===== src/rtl/seq_det_arbiter_pkg.sv =====
// seq_det_arbiter_pkg
// Shared definitions for the round-robin "11010" counting arbiter:
//   - arb_state_e : top-level arbiter FSM encoding (IDLE / SHIFT / DONE)
//   - det_state_e : Gray-coded 3-bit encoding of the Mealy pattern detector
//   - PATTERN     : the bit pattern recognised, MSB is the first bit seen
//   - sat_inc     : 2-bit saturating increment for the running match count
package seq_det_arbiter_pkg;

  typedef enum logic [1:0] {
    ST_IDLE  = 2'b00,
    ST_SHIFT = 2'b01,
    ST_DONE  = 2'b10
  } arb_state_e;

  // Gray sequence: each forward step along the pattern flips a single bit.
  typedef enum logic [2:0] {
    DET_IDLE    = 3'b000,
    DET_GOT1    = 3'b001,
    DET_GOT11   = 3'b011,
    DET_GOT110  = 3'b010,
    DET_GOT1101 = 3'b110
  } det_state_e;

  localparam logic [4:0] PATTERN = 5'b11010;

  function automatic logic [1:0] sat_inc(input logic [1:0] v);
    return (v == 2'd3) ? v : v + 2'd1;
  endfunction

endpackage


===== src/rtl/seq_det_arbiter_core.sv =====
// seq_det_core
// Mealy recogniser for the non-overlapping pattern 11010, fed one bit per
// enabled cycle.
// Ports:
//   clk, reset_n : clock, asynchronous active-low reset
//   clr          : synchronous return to the idle state (wins over en)
//   en           : d_in is valid this cycle; state advances on the edge
//   d_in         : serial input bit
//   match        : combinational, high when d_in completes the pattern
module seq_det_core
  import seq_det_arbiter_pkg::*;
(
  input  logic clk,
  input  logic reset_n,
  input  logic clr,
  input  logic en,
  input  logic d_in,
  output logic match
);

  det_state_e state_q, state_d;

  always_ff @(posedge clk or negedge reset_n) begin
    if (!reset_n) state_q <= DET_IDLE;
    else          state_q <= state_d;
  end

  // Each state expects the next pattern bit; on a miss fall back to the
  // longest prefix that is still a suffix of what has been seen.
  always_comb begin
    state_d = state_q;
    match   = 1'b0;
    if (clr) begin
      state_d = DET_IDLE;
    end else if (en) begin
      case (state_q)
        DET_IDLE:    state_d = (d_in == PATTERN[4]) ? DET_GOT1    : DET_IDLE;
        DET_GOT1:    state_d = (d_in == PATTERN[3]) ? DET_GOT11   : DET_IDLE;
        DET_GOT11:   state_d = (d_in == PATTERN[2]) ? DET_GOT110  : DET_GOT11;
        DET_GOT110:  state_d = (d_in == PATTERN[1]) ? DET_GOT1101 : DET_IDLE;
        DET_GOT1101: begin
          if (d_in == PATTERN[0]) begin
            match   = 1'b1;
            state_d = DET_IDLE;      // non-overlapping: restart from scratch
          end else begin
            state_d = DET_GOT11;     // "11011" still ends in "11"
          end
        end
        default:     state_d = DET_IDLE;
      endcase
    end
  end

endmodule


===== src/rtl/seq_det_arbiter.sv =====
// seq_det_arbiter
// Round-robin arbiter over N_REQ requesters. The winner's WIDTH-bit word is
// shifted MSB first through a "11010" detector; the number of matches
// (saturating at 3) is reported with a one-cycle done/ack pulse.
// Ports:
//   clk, reset_n  : clock, asynchronous active-low reset
//   req [N_REQ]   : request levels, held until ack
//   data          : packed words, slice i = data[i*WIDTH +: WIDTH]
//   gnt [N_REQ]   : one-hot grant for the whole SHIFT + DONE window
//   ack [N_REQ]   : one-cycle completion pulse to the winner
//   busy          : FSM not in IDLE
//   done          : one-cycle completion pulse (same cycle as ack)
//   match_cnt     : match count of the last completed word, held
//   match_id      : requester index that match_cnt belongs to
//   dbg_state     : current arbiter FSM state
//
// Handshake: a requester raises req and keeps it high; the block samples req
// only in IDLE, and the word is consumed when ack pulses. Changes to req or
// data while busy are ignored. A req still high after ack is a new request.
module seq_det_arbiter
  import seq_det_arbiter_pkg::*;
#(
  parameter int N_REQ = 4,
  parameter int WIDTH = 16,
  localparam int IDX_W = (N_REQ > 1) ? $clog2(N_REQ) : 1
)(
  input  logic                   clk,
  input  logic                   reset_n,
  input  logic [N_REQ-1:0]       req,
  input  logic [N_REQ*WIDTH-1:0] data,
  output logic [N_REQ-1:0]       gnt,
  output logic [N_REQ-1:0]       ack,
  output logic                   busy,
  output logic                   done,
  output logic [1:0]             match_cnt,
  output logic [IDX_W-1:0]       match_id,
  output logic [1:0]             dbg_state
);

  localparam int BIT_W = $clog2(WIDTH + 1);

  arb_state_e       state_q, state_d;
  logic [IDX_W-1:0] ptr_q, ptr_d;
  logic [IDX_W-1:0] winner_q, winner_d;
  logic [N_REQ-1:0] gnt_q, gnt_d;
  logic [WIDTH-1:0] shift_q, shift_d;
  logic [BIT_W-1:0] bit_cnt_q, bit_cnt_d;
  logic [1:0]       run_cnt_q, run_cnt_d;
  logic [1:0]       match_cnt_q, match_cnt_d;
  logic [IDX_W-1:0] match_id_q, match_id_d;

  logic             pick_found;
  logic [IDX_W-1:0] pick_idx;
  logic [IDX_W-1:0] cand;
  logic [N_REQ-1:0] pick_oh;
  logic [WIDTH-1:0] pick_word;
  logic             det_clr, det_en, det_match;

  // Round-robin search: first asserted req at or above ptr_q, wrapping.
  always_comb begin
    pick_found = 1'b0;
    pick_idx   = '0;
    cand       = '0;
    for (int k = 0; k < N_REQ; k++) begin
      cand = IDX_W'((int'(ptr_q) + k) % N_REQ);
      if (!pick_found && req[cand]) begin
        pick_found = 1'b1;
        pick_idx   = cand;
      end
    end
    pick_oh   = '0;
    pick_word = '0;
    for (int k = 0; k < N_REQ; k++) begin
      if (pick_idx == IDX_W'(k)) begin
        pick_oh[k] = 1'b1;
        pick_word  = data[k*WIDTH +: WIDTH];
      end
    end
  end

  seq_det_core u_det (
    .clk     (clk),
    .reset_n (reset_n),
    .clr     (det_clr),
    .en      (det_en),
    .d_in    (shift_q[WIDTH-1]),
    .match   (det_match)
  );

  always_comb begin
    state_d     = state_q;
    ptr_d       = ptr_q;
    winner_d    = winner_q;
    gnt_d       = gnt_q;
    shift_d     = shift_q;
    bit_cnt_d   = bit_cnt_q;
    run_cnt_d   = run_cnt_q;
    match_cnt_d = match_cnt_q;
    match_id_d  = match_id_q;
    // Detector is parked idle while waiting, so each word starts clean.
    det_clr     = (state_q == ST_IDLE);
    det_en      = 1'b0;
    case (state_q)
      ST_IDLE: begin
        if (pick_found) begin
          state_d   = ST_SHIFT;
          winner_d  = pick_idx;
          gnt_d     = pick_oh;
          shift_d   = pick_word;
          bit_cnt_d = '0;
          run_cnt_d = '0;
        end
      end
      ST_SHIFT: begin
        det_en    = 1'b1;
        shift_d   = shift_q << 1;
        bit_cnt_d = bit_cnt_q + BIT_W'(1);
        if (det_match) run_cnt_d = sat_inc(run_cnt_q);
        if (bit_cnt_q == BIT_W'(WIDTH - 1)) begin
          // run_cnt_d already includes a match on the LSB.
          state_d     = ST_DONE;
          match_cnt_d = run_cnt_d;
          match_id_d  = winner_q;
        end
      end
      ST_DONE: begin
        state_d = ST_IDLE;
        gnt_d   = '0;
        ptr_d   = (winner_q == IDX_W'(N_REQ - 1)) ? '0 : winner_q + IDX_W'(1);
      end
      default: state_d = ST_IDLE;
    endcase
  end

  always_ff @(posedge clk or negedge reset_n) begin
    if (!reset_n) begin
      state_q     <= ST_IDLE;
      ptr_q       <= '0;
      winner_q    <= '0;
      gnt_q       <= '0;
      shift_q     <= '0;
      bit_cnt_q   <= '0;
      run_cnt_q   <= '0;
      match_cnt_q <= '0;
      match_id_q  <= '0;
    end else begin
      state_q     <= state_d;
      ptr_q       <= ptr_d;
      winner_q    <= winner_d;
      gnt_q       <= gnt_d;
      shift_q     <= shift_d;
      bit_cnt_q   <= bit_cnt_d;
      run_cnt_q   <= run_cnt_d;
      match_cnt_q <= match_cnt_d;
      match_id_q  <= match_id_d;
    end
  end

  assign gnt       = gnt_q;
  assign done      = (state_q == ST_DONE);
  assign ack       = done ? gnt_q : '0;
  assign busy      = (state_q != ST_IDLE);
  assign match_cnt = match_cnt_q;
  assign match_id  = match_id_q;
  assign dbg_state = state_q;

endmodule


===== config.mk =====
export PLATFORM = sky130hd
export DESIGN_NAME = seq_det_arbiter
export DESIGN_NICKNAME = d
export VERILOG_FILES = /design/src/rtl/seq_det_arbiter_pkg.sv /design/src/rtl/seq_det_arbiter_core.sv /design/src/rtl/seq_det_arbiter.sv
export SDC_FILE = /design/constraint.sdc
export NUM_CORES = 1
export LEC_CHECK = 0
export CAP_MARGIN = 15
export CORE_UTILIZATION = 40
export DETAILED_ROUTE_END_ITERATION = 6
export PLACE_DENSITY = 0.77
export RECOVER_POWER = 100
export SLEW_MARGIN = 20
export SYNTH_ARGS = -nofsm -noshare
export SYNTH_HDL_FRONTEND = slang
export SYNTH_SLANG_ARGS = --single-unit

===== constraint.sdc =====
create_clock -name clk -period 1.6 [get_ports clk]
set_clock_uncertainty 0.1 [all_clocks]
set_input_delay 0.32 -clock clk [delete_from_list [all_inputs] [get_ports clk]]
set_output_delay 0.32 -clock clk [all_outputs]
set_load 0.02 [all_outputs]

==> reports/qor.txt, run 1 <==
Tightest Pin Transition: 1.00 ns
Worst setup margin: -0.270 ns
Core ar.: 5510 µm²
Synth Cell Area: 2290 µm²
P&R area growth vs syn: 78.6%
Worst EP required: 1.72 ns
Routed wire length: 8760 µm
TritonCTS clock tree: built
Gr usage total: 26.7%
Min Tclk post-route: 1.87 ns
Area contributors post-synth: dfrtp_1, nand2_1, mux2i_1
Antenna Cells: 0
Vias in the first global route: 2,477
Cell count after synthesis: 237
Peak supply drop: 0.622 mV
Sequential-to-total area share from yosys stat: 43.8%
DRT Pass-1 Iters: 7
Row cnt: 27
Max incr delay on CP: 0.43 ns
RSZ-0062 raised after global routing: true
Initial antenna violation count: 0
Flop pwr share: 31.7%
Layout Cells excl Fill: 462
First-pass GRT wire length: 12,300 µm
Syn Area/Cell: 9.65 µm²
Clock Latency Late Sink: 0.32 ns
Hold path start: match_cnt[1]
Synth Flop Type: dfrtp_1
Hold endpoint: match_cnt[1]
H-tree depth: 2
CP Max Fanout: 10
Slew margin rel.: 33.1%
Status: complete, but fails checks
Slowest CP cell: dfrtp_2
Drt drc: 0
ANT nets after route: 0
Number of top-level pins: 86
Num CTS Buffers: 5
Reg-to-reg startpoint: dbg_state[0]
Clock Root Buffer: clkbuf_8
Crit Path Category: reg -> reg
Max_cap viols: 0
R2r setup slk: -0.27 ns
Remaining global-route overflow: 0
Max Fclk: 0.535 GHz
Input/output buffers: 85
Placer Congestion: 0.862
Critical Path Sink Type: flop
Worst-path clk slew: 0.09 ns
Gate power share: 55.0%
Cells along the critical path: buf_6 > or2_4 > or2_4 > buf_12 > nor3_4 > buf_12 > nand2_1 > o211ai_1
Max-slew violation count: 0
Fin. Hold Viols: 0
Distinct cell type count after synthesis: 46
Nets: 462
Sw Share: 39.9%
RR Endpoint: shift_q[9]
Die area: 6020 µm²
Worst EP arrival: 1.99 ns
WHS Path Cells: 2
Area leader, netlist: dfrtp_1
Leading cell type in the layout, fill and taps excluded: clkdlybuf4s50_1
Starting DRC count in detailed routing: 219
Switching power total: 2.25 mW
Crit start category: flop
Post-synth ARST share: 100%
Reg2Reg Depth: 8
Lkg Pwr: 1.82 nW
Syn_nets: 310
Fin crit share: 117%
Hpwl dp: 5600 µm
Drt wl/cell: 19.0 µm
Failing checks: setup timing
Power per cell area: 1390 nW/µm²
Clock power share: 13.3%
Largest net degree at the start of global routing: 26
Clock Tree Buf Depth: 2
Power Internal: 3.40 mW
Starting Density: 41.5%
Layout Utilization: 74.1%
Dpl cells: 429
Yosys reg bits: 40
DIE HEIGHT: 77.6 µm
Die Wd: 77.6 µm
Hold WC Path Type: reg -> reg
Final setup violating endpoints: 39
Layout cells sized above 1: 34.6%
Area share of the leading cell type in the synthesized netlist: 43.8%
Vias: 2,699
Leading cell types in the layout, fill and taps excluded: clkdlybuf4s50_1, buf_4, dfrtp_1
Drt via density: 5.84
EDFF count, synth: 0
CTS sink count: 40
Synth warn: 0
==> area by class of cell <==
| class | count | area [µm²] |
|---|---|---|
| Timing Repair Buffer | 156 | 1490 |
| Fill cell | 381 | 1420 |
| Multi-Input combinational cell | 177 | 1360 |
| Sequential cell | 40 | 1000 |
| Tap cell | 72 | 90.1 |
| Clock buffer | 6 | 82.6 |
| Inverter | 9 | 36.3 |
| Clock inverter | 2 | 15.0 |
==> state kept, by name (all words and copies together), names as in the netlist, 3 cells and up <==
signal         count
gnt                4
bit_cnt_q          5
shift_q           16
u_det.state_q      3
==> metrics by stage <==
step | setup WS (ns) | area, µm² | setup TNS [ns] | hold slack, ns | power (mW)
3_3_place_gp | -0.634 | 3600 | -17.97 | 0.168 | 4.27
6_report | -0.270 | 4080 | -4.93 | 0.399 | 5.66
5_1_grt | -0.335 | 4080 | -7.16 | 0.430 | 5.94
3_5_place_dp | -0.685 | 3600 | -19.20 | 0.169 | 4.39
4_1_cts | -0.243 | 3820 | -4.90 | 0.370 | 5.21
2_1_floorplan | -0.0763 | 2330 | -1.08 | -0.0756 | 3.16
==> synth_stat cells, types with 4 or more instances <==
cell and instances:
nand2_1 36, mux2i_1 11, nand2b_1 4, o21ai_0 18, o211ai_1 9, a21oi_1 11, nor2_1 9, nor2b_1 4
inv_1 9, o221ai_1 12, and3_1 5, buf_4 6, dfrtp_1 40, o22ai_1 7, a222oi_1 9, o21ai_1 4
==> power by group through the flow <==
stage               clock, mW  sequential, mW  combinational (mW)
CTS                     0.733            1.76                2.71
floorplan                   0            1.80                1.36
global placement            0            1.76                2.51
finish                  0.751            1.79                3.11
detailed placement          0            1.78                2.61
global route            0.796            1.83                3.32
==> timing repair <==
item	in CTS	in global routing
endpoints found under the setup margin	51	37
cloned	2	1
buffers inserted	5	16
hold buffers	1	0
pin swaps	6	14
resized for setup	73	50
endpoints found under the hold margin	15	0
==> critical path, delay by kind of cell (launching register included) <==
kind	cells	cell delay [ns]
AND/OR/NAND/NOR	4	0.74
flip-flops	1	0.43
buffers and inverters	3	0.40
AO/OA/AOI/OAI	1	0.10
==> cells by family after synthesis <==
logic type,count (synthesis),synth area share [%]
compound gates,87,27.2
simple gates,71,15.8
fa+ha+maj,3,1.64
mux,14,6.29
buf+inv,21,4.93
flops,40,43.8
xor+xnor,1,0.383
==> metal layers <==
| metal | global-route usage (%) | up-vias | routed length [µm] |
|---|---|---|---|
| met2 | 45.2 | 138 | 4560 |
| met5 | 0 | - | 0 |
| met1 | 34.0 | 1318 | 3410 |
| met4 | 11.5 | 0 | 220 |
| met3 | 3.29 | 23 | 568 |
| li1 | - | 1220 | - |
==> how the worst max path moves through the flow <==
stage            startpoint          end
2_1_floorplan        req[0]  shift_q[10]
3_3_place_gp         req[2]   shift_q[8]
3_5_place_dp         req[2]   shift_q[7]
4_1_cts        dbg_state[0]   shift_q[8]
5_1_grt        dbg_state[0]   shift_q[9]
6_report       dbg_state[0]   shift_q[9]
Power figures use the tool's default switching activity.
==> run 2, diff against run 1 <==
- CORE_MARGIN: default -> 3
- PLACE_DENSITY: 0.77 -> 0.83
==> run 2 against run 1 <==
  * The flow finishes with violations (DRC, setup timing)
  * Setup slack better by 0.016 ns
  * Cell count increased by 0.22%
  * Die area is 11% higher
  * Critical endpoint unchanged
  * Largest power group unchanged
  * Highest routed layer unchanged
==> reports/qor.txt, run 2 (synthesis gave the netlist of run 1 again) <==
Status: complete, but fails checks
Failing checks: DRC, setup timing
DRT Pass-1 Iters: 7 (unchanged)
Drt drc: 7 (+7)
Drt via density: 6.04 (+3.3%)
First-pass GRT wire length: 13,200 µm (+7.1%)
Clock Latency Late Sink: 0.30 ns (-0.02 ns)
Tightest Pin Transition: 0.500 ns (-0.503 ns)
Core ar.: 5300 µm² (-3.7%)
Hold WC Path Type: reg -> reg
CP Max Fanout: 9 (-1)
Starting Density: 43.1% (+1.6 points)
Global-route track usage on met3: 4.06% (+0.76 points)
Initial antenna violation count: 0 (unchanged)
Layout Utilization: 78.9% (+4.7 points)
Flop pwr share: 30.5% (-1.2 points)
Worst path top cell family by delay: compound AO/OA/AOI/OAI gates
Input/output buffers: 85 (unchanged)
Cells along the critical path: inv_1 > clkbuf_2 > nor2_4 > buf_4 > a222oi_1 > o211ai_1
Hold WS: 0.406 ns (+0.00740 ns)
Die Wd: 81.6 µm (+5.2%)
Layout cells sized above 1: 40.7% (+6.1 points)
Fin. Hold Viols: 0 (unchanged)
Remaining global-route overflow: 0 (unchanged)
Gr usage total: 25.8% (-0.90 points)
TritonCTS clock tree: built
GRT met1 Usage: 30.9% (-3.2 points)
Met2 Resource Use GR: 46.7% (+1.5 points)
Die area: 6660 µm² (+11%)
Vias: 2,795 (+3.6%)
Dpl cells: 427 (-0.47%)
Drt wl/cell: 20.4 µm (+7.8%)
DIE HEIGHT: 81.6 µm (+5.2%)
Final setup violating endpoints: 34 (-13%)
Clock power share: 14.0% (+0.7 points)
Critical Path Sink Type: flop
Crit start category: flop
Nets: 465 (+0.65%)
Antenna Cells: 0 (unchanged)
Filler cell count in the final layout: 318 (-17%)
Clock Tree Buf Depth: 2 (unchanged)
Routed wire length: 9460 µm (+8.0%)
Slowest CP cell: dfrtp_2
Leading cell types in the layout, fill and taps excluded: clkdlybuf4s50_1, buf_4, dfrtp_1
Largest net degree at the start of global routing: 24 (-7.7%)
Vias in the first global route: 2,742 (+11%)
Min Tclk post-route: 1.85 ns (-0.0165 ns)
Crit Path Category: reg -> reg
Leading cell type in the layout, fill and taps excluded: clkdlybuf4s50_1
Num CTS Buffers: 5 (unchanged)
Sw Share: 38.6% (-1.3 points)
Fin crit share: 116% (-1.0 points)
Biggest register: shift_q
Slew margin rel.: 66.7% (+34 points)
Starting DRC count in detailed routing: 205 (-6.4%)
P&R area growth vs syn: 82.9%
Worst setup margin: -0.253 ns (+0.0165 ns)
Lkg Pwr: 1.86 nW (+2.1%)
Clock Root Buffer: clkbuf_8
Hpwl dp: 5910 µm (+5.5%)
CTS sink count: 40 (unchanged)
Placer Congestion: 0.875 (+1.5%)
Number of flip-flops in the largest register: 16 (unchanged)
RSZ-0062 raised after global routing: true
Layout Cells excl Fill: 463 (+0.22%)
Max Fclk: 0.540 GHz (+0.89%)
ANT nets after route: 0 (unchanged)
Worst EP required: 1.65 ns (-0.07 ns)
Most Crowded Layer GR: met2
Gate power share: 55.5% (+0.5 points)
Max-slew violation count: 0 (unchanged)
Power per cell area: 1420 nW/µm² (+2.6%)
Number of top-level pins: 86 (unchanged)
H-tree depth: 2 (unchanged)
Max incr delay on CP: 0.42 ns (about the same)
Critical path buffer and inverter count: 3 (unchanged)
Worst-path clk slew: 0.09 ns (about the same)
Peak supply drop: 0.869 mV (+40%)
Worst EP arrival: 1.90 ns (-0.09 ns)
Row cnt: 26 (-3.7%)
Max_cap viols: 0 (unchanged)
Power Internal: 3.65 mW (+7.3%)
Switching power total: 2.29 mW (+1.6%)
-- run 2: changes by cell type in the layout (fill, tap and decap cells not counted), moves of 3 or more --
cell | previous run | this run
nand2_1 | 31 | 18
nand2_2 | 4 | 14
buf_4 | 42 | 49
buf_12 | 5 | 2
nand2_4 | 1 | 4
o221ai_2 | 5 | 8
-- run 2: timing repair --
item	4_1_cts	5_1_grt
pin swaps	21	23
cloned	1	0
setup buffers	12	15
setup endpoints to repair	49	38
resized for setup	95	65
hold buffers	1	0
endpoints found under the hold margin	17	0
-- run 2: metal layers --
layer | vias up | part of all wire [%]
met5 | - | 0
met4 | 0 | 3.6
met3 | 43 | 6.9
met2 | 170 | 53
met1 | 1363 | 36
li1 | 1219 | -
-- run 2: final timing paths --
path / depth (start not counted) / startpoint / to / slack (ns)
setup / recovery: 6 / dbg_state[0] / shift_q[9] / -0.25
hold / removal: 2 / match_cnt[1] / match_cnt[1] / 0.41
setup reg to reg: 6 / dbg_state[0] / shift_q[9] / -0.25
hold reg to reg: 2 / match_cnt[1] / match_cnt[1] / 0.41
max in group asynchronous: 3 / reset_n / dbg_state[1] / 0.20
min in group asynchronous: 2 / reset_n / shift_q[10] / 0.42
-- run 2: area by class of cell --
class	instances	area [µm²]	area share, %
clock buffers	6	72.6	1.74
clock inverters	2	35.0	0.838
inverters	9	33.8	0.808
multi-input cells	176	1470	35.0
flip-flops and latches	40	1000	24.0
well taps	70	87.6	2.09
repair buffers	160	1480	35.5
-- run 2: power groups by stage --
stage | logic (mW) | clock network (mW) | registers (mW)
2_1_floorplan | 1.36 | 0 | 1.80
3_3_place_gp | 2.45 | 0 | 1.74
3_5_place_dp | 2.55 | 0 | 1.77
4_1_cts | 2.79 | 0.822 | 1.76
5_1_grt | 3.55 | 0.867 | 1.85
6_report | 3.30 | 0.829 | 1.81
-- run 2: tightest hold or removal path, stage by stage (launching register included) --
cell	delay, ns
dfrtp_1	0.35
nand2_1	0.05
o21ai_1	0.07
-- run 2: per-stage QoR --
| step | TNS [ns] | instance area (µm²) | worst slack [ns] | power, mW |
|---|---|---|---|---|
| 3_3_place_gp | -15.15 | 3560 | -0.615 | 4.19 |
| 4_1_cts | -1.38 | 3910 | -0.151 | 5.37 |
| 2_1_floorplan | -1.08 | 2330 | -0.0763 | 3.16 |
| 6_report | -3.35 | 4180 | -0.253 | 5.94 |
| 3_5_place_dp | -16.95 | 3560 | -0.689 | 4.32 |
| 5_1_grt | -5.51 | 4180 | -0.301 | 6.27 |
